[src/rtl/pc_unit.sv]
// pc_unit: fetch program counter with BOOT/RUN/HALT control, redirect, stall and advance counter.
// Optional macro PC_ALIGN_CHECK_EN rounds misaligned redirect targets down and flags them.
module pc_unit #(
  parameter int WIDTH = 32,
  parameter int STEP = 4,
  parameter logic [WIDTH-1:0] RESET_VECTOR = '0,
  parameter int CNT_WIDTH = 16
) (
  input  logic                 clk,
  input  logic                 reset,
  input  logic                 stall,
  input  logic                 redirect,
  input  logic [WIDTH-1:0]     redirect_target,
  input  logic                 halt,
  output logic [WIDTH-1:0]     pc_out,
  output logic [WIDTH-1:0]     pc_plus,
  output logic                 pc_valid,
  output logic [CNT_WIDTH-1:0] adv_count,
  output logic                 misalign
);
  localparam logic [1:0] BOOT = 2'd0;
  localparam logic [1:0] RUN  = 2'd1;
  localparam logic [1:0] HALT = 2'd2;
  logic [1:0] state, state_n;
  logic [WIDTH-1:0] pc_n, target;
  logic load, upd;
  assign pc_plus = pc_out + WIDTH'(STEP);
  assign pc_valid = state == RUN;
`ifdef PC_ALIGN_CHECK_EN
  assign target = redirect_target & ~WIDTH'(STEP - 1);
  always_ff @(posedge clk or negedge reset)
    if (!reset) misalign <= 1'b0;
    else if (load && (redirect_target & WIDTH'(STEP - 1)) != '0) misalign <= 1'b1;
`else
  assign target = redirect_target;
  assign misalign = 1'b0;
`endif
  always_comb begin
    load = state != BOOT && redirect;
    state_n = (state == BOOT || load) ? RUN : halt ? HALT : RUN;
    pc_n = load ? target : (state == RUN && !halt && !stall) ? pc_plus : pc_out;
    upd = load || pc_n != pc_out;
  end
  always_ff @(posedge clk or negedge reset)
    if (!reset) begin
      state <= BOOT;
      pc_out <= RESET_VECTOR;
      adv_count <= '0;
    end else begin
      state <= state_n;
      pc_out <= pc_n;
      if (upd) adv_count <= adv_count + CNT_WIDTH'(1);
    end
endmodule

[config.mk]
export PLATFORM = sky130hd
export DESIGN_NAME = pc_unit
export DESIGN_NICKNAME = d
export VERILOG_FILES = /design/src/rtl/pc_unit.sv
export SDC_FILE = /design/constraint.sdc
export NUM_CORES = 1
export LEC_CHECK = 0
export BUFFER_PORTS_ARGS = -buffer_cell sky130_fd_sc_hd__buf_2
export CAP_MARGIN = 0
export CORE_MARGIN = 5
export CORE_UTILIZATION = 40
export DETAILED_ROUTE_END_ITERATION = 6
export PLACE_DENSITY = 0.75
export SYNTH_ARGS = -nofsm -noshare
export SYNTH_HDL_FRONTEND = slang
export SYNTH_SLANG_ARGS = --single-unit
[constraint.sdc]
create_clock -name clk -period 2.8 [get_ports clk]
set_clock_uncertainty 0.2 [all_clocks]
set_input_delay 0.42 -clock clk [delete_from_list [all_inputs] [get_ports clk]]
set_output_delay 0.42 -clock clk [all_outputs]
set_load 0.01 [all_outputs]
==> impl_table.tex <==
\begin{tabular}{lr}
\hline
Metric & Value \\
\hline
\multicolumn{2}{l}{\textbf{Critical path}} \\
\quad Worst reg2reg path depth & 6 \\
\quad Register-to-Register Setup Slack & around 0.28 ns \\
\quad Largest driver fanout on the critical path & 8 \\
\quad Arrival time at the worst endpoint & around 2.1 ns \\
\quad Critical path capture point type & output pin \\
\quad Kind of critical path & flop to output pin \\
\quad Endpoint of the most critical register-to-register path & pc\_out[22] \\
\quad Required arrival time at the worst endpoint & around 2.2 ns \\
\quad Reg-to-reg startpoint & pc\_out[3] \\
\quad Crit path launch type & flop \\
\multicolumn{2}{l}{\textbf{Synth}} \\
\quad Leading area contributor after synthesis & sky130\_fd\_sc\_hd\_\_dfrtp\_1 \\
\quad Cell types with the largest area share after synthesis & sky130\_fd\_sc\_hd\_\_dfrtp\_1 (39\%), sky130\_fd\_sc\_hd\_\_xnor2\_1 (8.5\%), sky130\_fd\_sc\_hd\_\_xor2\_1 (6.0\%), sky130\_fd\_sc\_hd\_\_nand2\_1 (4.9\%), sky130\_fd\_sc\_hd\_\_nand3\_1 (3.6\%) \\
\quad Share of the synthesized area in the top cell type & 39.2\% \\
\quad Post-Syn Area per Cell & about 8.6 um2 \\
\quad Primary FF master, synth & sky130\_fd\_sc\_hd\_\_dfrtp\_1 \\
\quad Number of synthesized register bits & 50 \\
\quad Cell area after technology mapping & roughly 0.0032 mm2 \\
\quad Post-Synthesis Cells & 369 \\
\quad FFs w/ async S/R, synth & 100\% \\
\quad Net count after synthesis & between 400 and 500 \\
\quad Number of synthesis warnings & 0 \\
\quad Register area share after synthesis & 39.2\% \\
\quad Yosys cell types & 43 \\
\quad Number of synthesized flops with an enable pin & 0 \\
\multicolumn{2}{l}{\textbf{Finish}} \\
\quad Fill cell count & between 700 and 800 \\
\quad Commonest cells after routing, fill and taps aside & sky130\_fd\_sc\_hd\_\_buf\_2 (117), sky130\_fd\_sc\_hd\_\_dfrtp\_1 (46), sky130\_fd\_sc\_hd\_\_nand2\_1 (42) \\
\quad Proportion of layout cells with a drive suffix above 1 & between 30 and 40\% \\
\quad Number of nets in the layout & approximately 530 \\
\quad Count of antenna diodes in the layout & 0 \\
\quad Area added between synthesis and finish & 26.9\% \\
\quad Leading cell type in the layout, fill and taps excluded & sky130\_fd\_sc\_hd\_\_buf\_2 \\
\multicolumn{2}{l}{\textbf{Global routing}} \\
\quad Total GRT Usage & 18.5\% \\
\quad Number of antenna violations at the first check in global routing & 1 \\
\quad Vias in the first global route & roughly 3,100 \\
\quad Wire length of the first global-routing pass & about 15,000 um \\
\quad GRT Residual Overflow & 0 \\
\quad Pin count of the biggest net entering global routing & approximately 40 \\
\multicolumn{2}{l}{\textbf{Worst hold path}} \\
\quad Startpoint of the lowest-slack hold path & redirect\_target[1] \\
\quad Path category of the worst min-delay check & primary input to flop \\
\quad Hold path cells & 3 \\
\quad Endpoint of the worst hold-timing path & pc\_out[1] \\
\multicolumn{2}{l}{\textbf{Die}} \\
\quad Chip Height & $\sim$100 um \\
\quad I/O pin count & about 120 \\
\quad Chip width & 99.3 um \\
\quad Site row count & 32 \\
\quad Core area & about 0.0077 mm2 \\
\quad Overall die area & between 0.009 and 0.01 mm2 \\
\quad Initial core utilization & roughly two fifths \\
\multicolumn{2}{l}{\textbf{STA}} \\
\quad Hold Fails Final Rpt & 0 \\
\quad Slew of the pin with the lowest slew margin & between 0.6 and 0.7 ns \\
\quad Final critical delay including setup and external delays & around 2.7 ns \\
\quad Fin Hold WS & 0.0944 ns \\
\quad Fin. max-slew vios & 0 \\
\quad Worst setup slack after layout & about 0.12 ns \\
\quad Headroom to the max-slew limit & a little over half \\
\quad Share of the clock period used by the worst path after layout & 95.8\% \\
\quad Setup TNS Final & 0 ns \\
\quad Count of endpoints failing setup in the final report & 0 \\
\quad Setup repair after global routing missed its margin & false \\
\quad Max Fclk & between 0.3 and 0.4 GHz \\
\multicolumn{2}{l}{\textbf{Routing}} \\
\quad Vias & about 3,300 \\
\quad Routed Antenna Nets & 0 \\
\quad Average wire per cell in the routed design & 16.1 um \\
\quad Aggregate routed wire length & between 9000 and 10,000 um \\
\quad Via-to-Cell Ratio & 5.52 \\
\quad Number of design rule violations left after detail routing & 0 \\
\quad 1st-pass router iterations & 5 \\
\quad Drt first-iter violations & approximately 200 \\
\multicolumn{2}{l}{\textbf{Clocking}} \\
\quad H-tree levels & 2 \\
\quad CTS Root Buffer Type & sky130\_fd\_sc\_hd\_\_clkbuf\_8 \\
\quad Clock slew seen by the registers of the worst setup and hold paths & 0.09 ns \\
\quad Clock tree from TritonCTS & built \\
\quad Clock insertion delay at the later pin of the skew report & about 0.31 ns \\
\quad Cts bufs inserted & 5 \\
\quad Worst-case clock buffer depth & 2 \\
\quad Sinks on Clock Net & 50 \\
\multicolumn{2}{l}{\textbf{Run status}} \\
\quad Run status & complete, no violations \\
\multicolumn{2}{l}{\textbf{Power}} \\
\quad Worst ir drop on vdd & about 0.00049 V \\
\quad Total power & 2.16 mW \\
\quad Power per unit of standard cell area & 534 mW/mm2 \\
\quad Leakage power summed over all cells & 1.77 nW \\
\multicolumn{2}{l}{\textbf{Run}} \\
\quad Max Cap Violations & 0 \\
\multicolumn{2}{l}{\textbf{Placed design}} \\
\quad RD Place Congestion & between 0.8 and 0.9 \\
\quad Total half-perimeter wirelength after legalization and detailed placement & between 7000 and 8000 um \\
\quad Post-Place Worst Slack & 0.186 ns \\
\quad Port-buffer cells & between 100 and 150 \\
\hline
\end{tabular}
report_power, final:
part	leakage (nW)	switching [mW]	internal, mW
Sequential	0.588	0.157	0.832
Clock	0.0452	0.253	0.177
Combinational	1.14	0.414	0.328
Total	1.77	0.824	1.34
cell type report:
type	instances	area, um2	share of cell area (%)
well taps	102	128	3.15
clock buffers	6	72.6	1.79
clock inverters	2	13.8	0.340
flip-flops and latches	50	1260	31.0
inverters	7	26.3	0.649
repair buffers	139	753	18.6
multi-input cells	284	1800	44.4
worst max-delay path by stage:
stage,from,cells past startpoint,endpoint,slack [ns]
after floorplan,pc_out[7],7,pc_plus[23],0.13
final,pc_out[3],7,pc_plus[22],0.12
after detailed placement,halt,5,pc_out[28],0.19
after CTS,pc_out[2],7,pc_plus[22],0.06
after global placement,halt,5,pc_out[30],0.24
after global routing,pc_out[8],5,pc_plus[29],0.005
Yosys cell counts, types with 2 or more instances:
cell                       instances
sky130_fd_sc_hd__nor2b_1           2
sky130_fd_sc_hd__nor2_1           29
sky130_fd_sc_hd__nand4_1          14
sky130_fd_sc_hd__or3_1             6
sky130_fd_sc_hd__nor4_1            8
sky130_fd_sc_hd__ha_1              2
sky130_fd_sc_hd__o211ai_1          2
sky130_fd_sc_hd__xor2_1           22
sky130_fd_sc_hd__nor3_1           19
sky130_fd_sc_hd__nand2_1          42
sky130_fd_sc_hd__buf_2             3
sky130_fd_sc_hd__or4_1            13
sky130_fd_sc_hd__nand3_1          23
sky130_fd_sc_hd__and2_1            2
sky130_fd_sc_hd__a31oi_1          18
sky130_fd_sc_hd__inv_1             7
sky130_fd_sc_hd__xnor2_1          31
sky130_fd_sc_hd__and3_1            3
sky130_fd_sc_hd__dfrtp_1          50
sky130_fd_sc_hd__buf_1             2
sky130_fd_sc_hd__o21ai_0          15
sky130_fd_sc_hd__buf_6             2
sky130_fd_sc_hd__clkbuf_1         18
sky130_fd_sc_hd__o31ai_1          11
sky130_fd_sc_hd__buf_4             3
sky130_fd_sc_hd__and4_1            4
sky130_fd_sc_hd__a22oi_1           2
sequential cells by signal (all words and copies together), names as in the netlist:
name	flops
adv_count	16
pc_out	32
state	2
routing by layer:
| metal | up-vias | track usage (%) | part of all wire [%] |
|---|---|---|---|
| li1 | 1561 | - | - |
| met1 | 1533 | 24.3 | 43 |
| met2 | 140 | 29.6 | 46 |
| met3 | 22 | 4.49 | 8.2 |
| met4 | 2 | 6.62 | 2.6 |
| met5 | - | 0 | 0.14 |
timing repair:
action,in CTS,in global routing
pin swaps,0,0
endpoints found under the setup margin,7,11
hold buffers,1,0
hold endpoints to repair,22,0
resized for setup,1,7
buffers inserted,1,0
critical path, cell delays in order (launching register included):
cell and delay [ns]:
sky130_fd_sc_hd__dfrtp_1 0.43, sky130_fd_sc_hd__ha_2 0.25, sky130_fd_sc_hd__nand4_1 0.17, sky130_fd_sc_hd__nor3_1 0.17, sky130_fd_sc_hd__buf_4 0.20, sky130_fd_sc_hd__nand4_1 0.12
sky130_fd_sc_hd__xnor2_1 0.22, sky130_fd_sc_hd__buf_2 0.17
stage by stage:
| stage | cell area (um2) | util, % | instances |
|---|---|---|---|
| CTS | 4030 | 52.1 | 590 |
| global route | 4050 | 52.4 | 590 |
| finish | 4050 | 52.4 | 590 |
| detailed placement | 3920 | 50.7 | 580 |
| global placement | 3920 | 50.7 | 580 |
| floorplan | 3190 | - | 369 |
kinds of logic (layout without fill, tap and decap cells):
| group | Yosys count | after routing | synth area share (%) |
|---|---|---|---|
| AOI/OAI and AO/OA | 54 | 54 | 11.0 |
| xor gates and xnor gates | 53 | 53 | 14.6 |
| adders and majority gates | 2 | 2 | 0.785 |
| buffers and inverters | 35 | 154 | 5.06 |
| DFF | 50 | 50 | 39.2 |
| muxes | 1 | 1 | 0.353 |
| other | 1 | 1 | 0.118 |
| and+or+nand+nor | 173 | 173 | 28.9 |
No activity file was read; power rests on OpenSTA's default activity.
